`config.mk`:
```
export PLATFORM = sky130hd
export DESIGN_NAME = ghash_sequencer
export DESIGN_NICKNAME = d
export VERILOG_FILES = /design/src/rtl/ghash_sequencer.sv
export SDC_FILE = /design/constraint.sdc
export NUM_CORES = 1
export LEC_CHECK = 0
export CAP_MARGIN = 20
export CORE_AREA = 2 2 306 308
export DETAILED_ROUTE_END_ITERATION = 16
export DIE_AREA = 0 0 308 310
export GPL_TIMING_DRIVEN = 0
export PLACE_DENSITY = 0.58
export SLEW_MARGIN = 30
export SYNTH_ARGS = -nofsm -noshare
export SYNTH_HDL_FRONTEND = slang
export SYNTH_SLANG_ARGS = --single-unit
export TNS_END_PERCENT = 1
```
`constraint.sdc`:
```
create_clock -name clk -period 1.85 [get_ports clk]
set_input_delay 0.37 -clock clk [delete_from_list [all_inputs] [get_ports clk]]
set_output_delay 0.37 -clock clk [all_outputs]
set_load 0.02 [all_outputs]
```
`src/rtl/ghash_sequencer.sv`:
```
// GHASH block sequencer: folds each block into the running hash X through an external
// GF(2^128) multiplier (fixed latency) and emits the final hash after the last block.
module ghash_sequencer #(
   parameter int DATA__WIDTH = 128,
   parameter int SPLIT_WIDTH = 32,
   parameter int MUL_LATENCY = 4
) (
   input  logic                   clk,
   input  logic                   rst,
   input  logic [DATA__WIDTH-1:0] h_i,
   input  logic                   h_load_i,
   input  logic [DATA__WIDTH-1:0] blk_i,
   input  logic                   blk_valid_i,
   input  logic                   blk_last_i,
   output logic                   blk_ready_o,
   output logic [SPLIT_WIDTH-1:0] ha_o,
   output logic [SPLIT_WIDTH-1:0] hb_o,
   output logic [SPLIT_WIDTH-1:0] hc_o,
   output logic [SPLIT_WIDTH-1:0] hd_o,
   output logic [DATA__WIDTH-1:0] a_o,
   input  logic [DATA__WIDTH-1:0] mul_i,
   output logic [DATA__WIDTH-1:0] ghash_o,
   output logic                   ghash_valid_o,
   output logic                   busy_o
);

   localparam int CNT_W = (MUL_LATENCY > 1) ? $clog2(MUL_LATENCY) : 1;

   typedef enum logic [1:0] {IDLE, ISSUE, WAIT, DONE} state_t;

   state_t                 r_state;
   state_t                 w_next;
   logic [DATA__WIDTH-1:0] r_h;
   logic [DATA__WIDTH-1:0] r_z;
   logic [DATA__WIDTH-1:0] r_a;
   logic [DATA__WIDTH-1:0] r_ghash;
   logic [CNT_W-1:0]       r_cnt;
   logic                   r_last;
   logic                   w_accept;

   assign w_accept = (r_state == IDLE) && !h_load_i && blk_valid_i;

   // NOTE: state and datapath registers use non-blocking assignments so every flop
   // samples the pre-edge values of its neighbours; blocking here would race.
   always_ff @(posedge clk) begin
      if (rst) r_state <= IDLE;
      else     r_state <= w_next;
   end

   // NOTE: every combinational output gets a default first, so no path can infer a latch.
   always_comb begin
      w_next = r_state;
      case (r_state)
         IDLE:    if (w_accept) w_next = ISSUE;
         ISSUE:   w_next = WAIT;
         WAIT:    if (r_cnt == '0) w_next = r_last ? DONE : IDLE;
         DONE:    w_next = IDLE;
         default: w_next = IDLE;
      endcase
   end

   always_comb begin
      blk_ready_o   = (r_state == IDLE) && !h_load_i;
      busy_o        = (r_state != IDLE);
      ghash_valid_o = (r_state == DONE);
      a_o           = (r_state == ISSUE) ? r_a : '0;
   end

   // The final hash is latched at capture of the last product, so it is already
   // stable in DONE and then held until the next message completes.
   always_ff @(posedge clk) begin
      if (rst) begin
         r_h     <= '0;
         r_z     <= '0;
         r_a     <= '0;
         r_ghash <= '0;
         r_cnt   <= '0;
         r_last  <= 1'b0;
      end else begin
         case (r_state)
            IDLE: begin
               if (h_load_i) begin
                  r_h <= h_i;
                  r_z <= '0;
               end else if (blk_valid_i) begin
                  r_a    <= blk_i ^ r_z;
                  r_last <= blk_last_i;
               end
            end
            ISSUE: r_cnt <= CNT_W'(MUL_LATENCY - 1);
            WAIT: begin
               if (r_cnt == '0) begin
                  r_z <= mul_i;
                  if (r_last) r_ghash <= mul_i;
               end else begin
                  r_cnt <= r_cnt - 1'b1;
               end
            end
            DONE:    r_z <= '0;
            default: ;
         endcase
      end
   end

   assign ha_o    = r_h[4*SPLIT_WIDTH-1 -: SPLIT_WIDTH];
   assign hb_o    = r_h[3*SPLIT_WIDTH-1 -: SPLIT_WIDTH];
   assign hc_o    = r_h[2*SPLIT_WIDTH-1 -: SPLIT_WIDTH];
   assign hd_o    = r_h[SPLIT_WIDTH-1:0];
   assign ghash_o = r_ghash;

endmodule

```
==> results.txt <==
worst setup path category: register to output port
highest cell delay on the worst timing path: 0.34 ns
Final Hold Viols: 0
cell breakdown of the critical path: buf_6 > nor2b_4 > clkbuf_16 > buf_16 > clkbuf_16 > and2_4 > buf_6
worst min path class: primary input to register
total iterations of the first detailed-routing run: 5
Critical Path Fanout Max: 7
clock latency at the later pin of the worst-skew pair: 0.67 ns
count of cells along the worst register-to-register path: 6
Root Driver: sky130_fd_sc_hd__clkbuf_16
synthesized area divided by synthesized cell count: 8.84 um^2
most frequent standard cell in the layout excluding fill and tap cells: sky130_fd_sc_hd__dfxtp_1
TritonCTS Buffers: 59
Data arrival, critical path: 2.17 ns
worst-case clock skew: 0.0320 ns
clock tree from TritonCTS: built
sequential fraction of the synthesis area: 0.510
power per cell area: 824 nW/um^2
type of element launching the critical path: register
post-route clock period utilization: 1.37
share of post-route cells with drive strength above 1: 0.195
worst relative slew slack: 0.444
count of vias placed by the detailed router: 19700
min setup slack post-route: -0.690 ns
total clock sinks: 517
Final Setup Violations: 496
highest-delay cell along the critical path: sky130_fd_sc_hd__dfxtp_4
critical path depth in cells: 7
highest attainable clock frequency: 394 MHz
Final Slew Violations: 0
Total Nets Final: 3536
slew of the pin with the lowest slew margin: 0.833 ns
worst-case clock buffer depth: 3
kind of cell with the highest combined delay on the critical path: buffers and inverters
global-route wire length before repair: 139 mm
cell count after synthesis: 2297
relative area change from synthesis to final layout: 63.7%
routed wire length per instance: 23.2 um
largest net degree at the start of global routing: 17
commonest cells after routing, fill and taps aside: sky130_fd_sc_hd__dfxtp_1 (515), sky130_fd_sc_hd__nand2_1 (511), sky130_fd_sc_hd__clkdlybuf4s50_1 (388)
Port Buffers: 774
Tot Pwr: 27.4 mW
clk slew on worst S/H paths: 0.07 ns
Total Routed Length: 102 mm
failing checks: negative setup slack
DIE AREA: 95500 um^2
horizontal die dimension: 308 um
height of the chip: 310 um
number of antenna violations at the first check in global routing: 39
core footprint: 92500 um^2
element type at the critical path end: output port
standard-cell rows: 112
RSZ-0062 raised after global routing: true
via/cell ratio: 4.47
overflow left after global routing: 0
Fillers: 9583
clock period minus worst slack: 2.54 ns
worst-case register-to-register setup slack: -0.19 ns
flop and latch count out of synthesis: 517
detailed-route DRC error count: 0
effective utilization at floorplan: 0.219
worst-case vdd ir drop: 0.625 mV
total number of yosys warnings: 0
cell area after synthesis: 20300 um^2
Cell variety after synth: 28
DR iter-0 viols: 1284
outcome: complete, but fails checks
number of global-route vias before repair: 19000
Antenna Violating Nets Remaining: 0
number of standard cells in the layout, taps in and fillers out: 4407
Crit path buffers/inverters: 5
leakage: 16.1 nW
HPWL after detailed placement: 79.4 mm
global-route total usage across every layer: 0.202
max-cap violation count: 0
placer's final routability congestion estimate: 0.888
IO Count: 776
CTS H-Tree Depth: 2
post-placement cell count: 4270
nets in the synthesized netlist: 2687
hold path cells: 3
Critical Path RT: 1.48 ns
==> worst min-delay path, stage by stage <==
cell and delay, ns:
sky130_fd_sc_hd__clkdlybuf4s50_1 0.40, sky130_fd_sc_hd__nand2_1 0.05, sky130_fd_sc_hd__a21oi_1 0.05
==> path summary, 6_finish.rpt <==
check	startpoint	endpoint
setup / recovery	r_state[1]	a_o[50]
hold / removal	h_i[3]	r_h[3]
setup reg to reg	r_state[0]	r_a[110]
hold reg to reg	ghash_o[81]	ghash_o[81]
==> cell type report <==
class / instances / area (um^2) / share of cell area
Tap cell: 1197 / 1500 / 0.0451
Clock buffer: 89 / 1740 / 0.0524
Timing Repair Buffer: 788 / 8670 / 0.261
Multi-Input combinational cell: 1563 / 9280 / 0.279
Inverter: 3 / 11.3 / 0.000339
Clock inverter: 12 / 154 / 0.00463
Antenna cell: 24 / 60.1 / 0.00181
Sequential cell: 517 / 10400 / 0.312
Buffer: 214 / 1450 / 0.0436
==> power breakdown <==
group,leakage [nW],switching [mW],total [mW],internal (mW)
sequential,4.21,0.227,11.8,11.6
clock,0.933,5.03,11.8,6.73
combinational,10.9,2.02,3.81,1.79
==> flip-flops by register name, summed over array words and instances, names as in the netlist <==
signal,flops
ghash_o,128
r_a,128
r_cnt,2
r_h,128
r_last,1
r_state,2
r_z,128
==> synth_stat cells <==
cell type | number | area, um^2
sky130_fd_sc_hd__dfxtp_1 | 517 | 10300
sky130_fd_sc_hd__nand2_1 | 512 | 1920
sky130_fd_sc_hd__a21oi_1 | 257 | 1290
sky130_fd_sc_hd__nor2_1 | 133 | 499
sky130_fd_sc_hd__and2_1 | 129 | 807
sky130_fd_sc_hd__a211oi_1 | 128 | 961
sky130_fd_sc_hd__a31o_2 | 128 | 1120
sky130_fd_sc_hd__nor4b_1 | 128 | 1120
sky130_fd_sc_hd__xnor2_1 | 128 | 1120
sky130_fd_sc_hd__clkbuf_1 | 113 | 424
sky130_fd_sc_hd__buf_2 | 92 | 460
sky130_fd_sc_hd__buf_1 | 8 | 30.0
sky130_fd_sc_hd__inv_1 | 3 | 11.3
sky130_fd_sc_hd__nor2b_1 | 3 | 18.8
sky130_fd_sc_hd__a221oi_1 | 2 | 17.5
sky130_fd_sc_hd__nand3b_1 | 2 | 15.0
sky130_fd_sc_hd__o21ai_0 | 2 | 10.0
sky130_fd_sc_hd__or2_2 | 2 | 12.5
sky130_fd_sc_hd__and4b_1 | 1 | 10.0
sky130_fd_sc_hd__buf_4 | 1 | 7.51
sky130_fd_sc_hd__ha_1 | 1 | 12.5
sky130_fd_sc_hd__mux2i_1 | 1 | 10.0
sky130_fd_sc_hd__nand2b_1 | 1 | 6.26
sky130_fd_sc_hd__nand4b_1 | 1 | 8.76
sky130_fd_sc_hd__nor3b_2 | 1 | 12.5
sky130_fd_sc_hd__nor4b_4 | 1 | 23.8
sky130_fd_sc_hd__o21a_1 | 1 | 7.51
sky130_fd_sc_hd__or3b_1 | 1 | 8.76
==> through the flow <==
stage	setup slack, ns	TNS [ns]	cell area, um^2	util	hold WS (ns)
2_1_floorplan	0.0598	0	20300	-	0.467
3_3_place_gp	-1.93	-835.79	29500	0.319	0.442
3_5_place_dp	-1.62	-573.99	29600	0.320	0.446
4_1_cts	-0.761	-247.90	32100	0.348	0.199
5_1_grt	-0.777	-171.33	33200	0.359	0.231
6_report	-0.690	-110.58	33200	0.359	0.264
==> cell families (layout without fill, tap and decap cells) <==
kind of cell	Yosys count	count (layout)	synth area share
flops	517	517	0.510
buf+inv	217	1106	0.0460
xor+xnor	128	128	0.0552
compound gates	518	518	0.168
other cells	0	24	0
simple gates	915	915	0.220
fa+ha+maj	1	1	0.000616
mux	1	1	0.000493
==> metal layers <==
layer / track usage / part of all wire / vias to the layer above
li1: - / - / 9567
met1: 0.242 / 0.41 / 9354
met2: 0.346 / 0.49 / 637
met3: 0.0567 / 0.070 / 140
met4: 0.0734 / 0.027 / 16
met5: 0 / 0.0012 / -
==> repair_timing <==
| action | 4_1_cts | 5_1_grt |
|---|---|---|
| gates resized for setup | 867 | 498 |
| endpoints found under the setup margin | 877 | 894 |
| cloned | 5 | 1 |
| hold buffers | 0 | 0 |
| buffers inserted | 4 | 2 |
| pin swaps | 56 | 29 |
No activity file was read; power rests on OpenSTA's default activity.
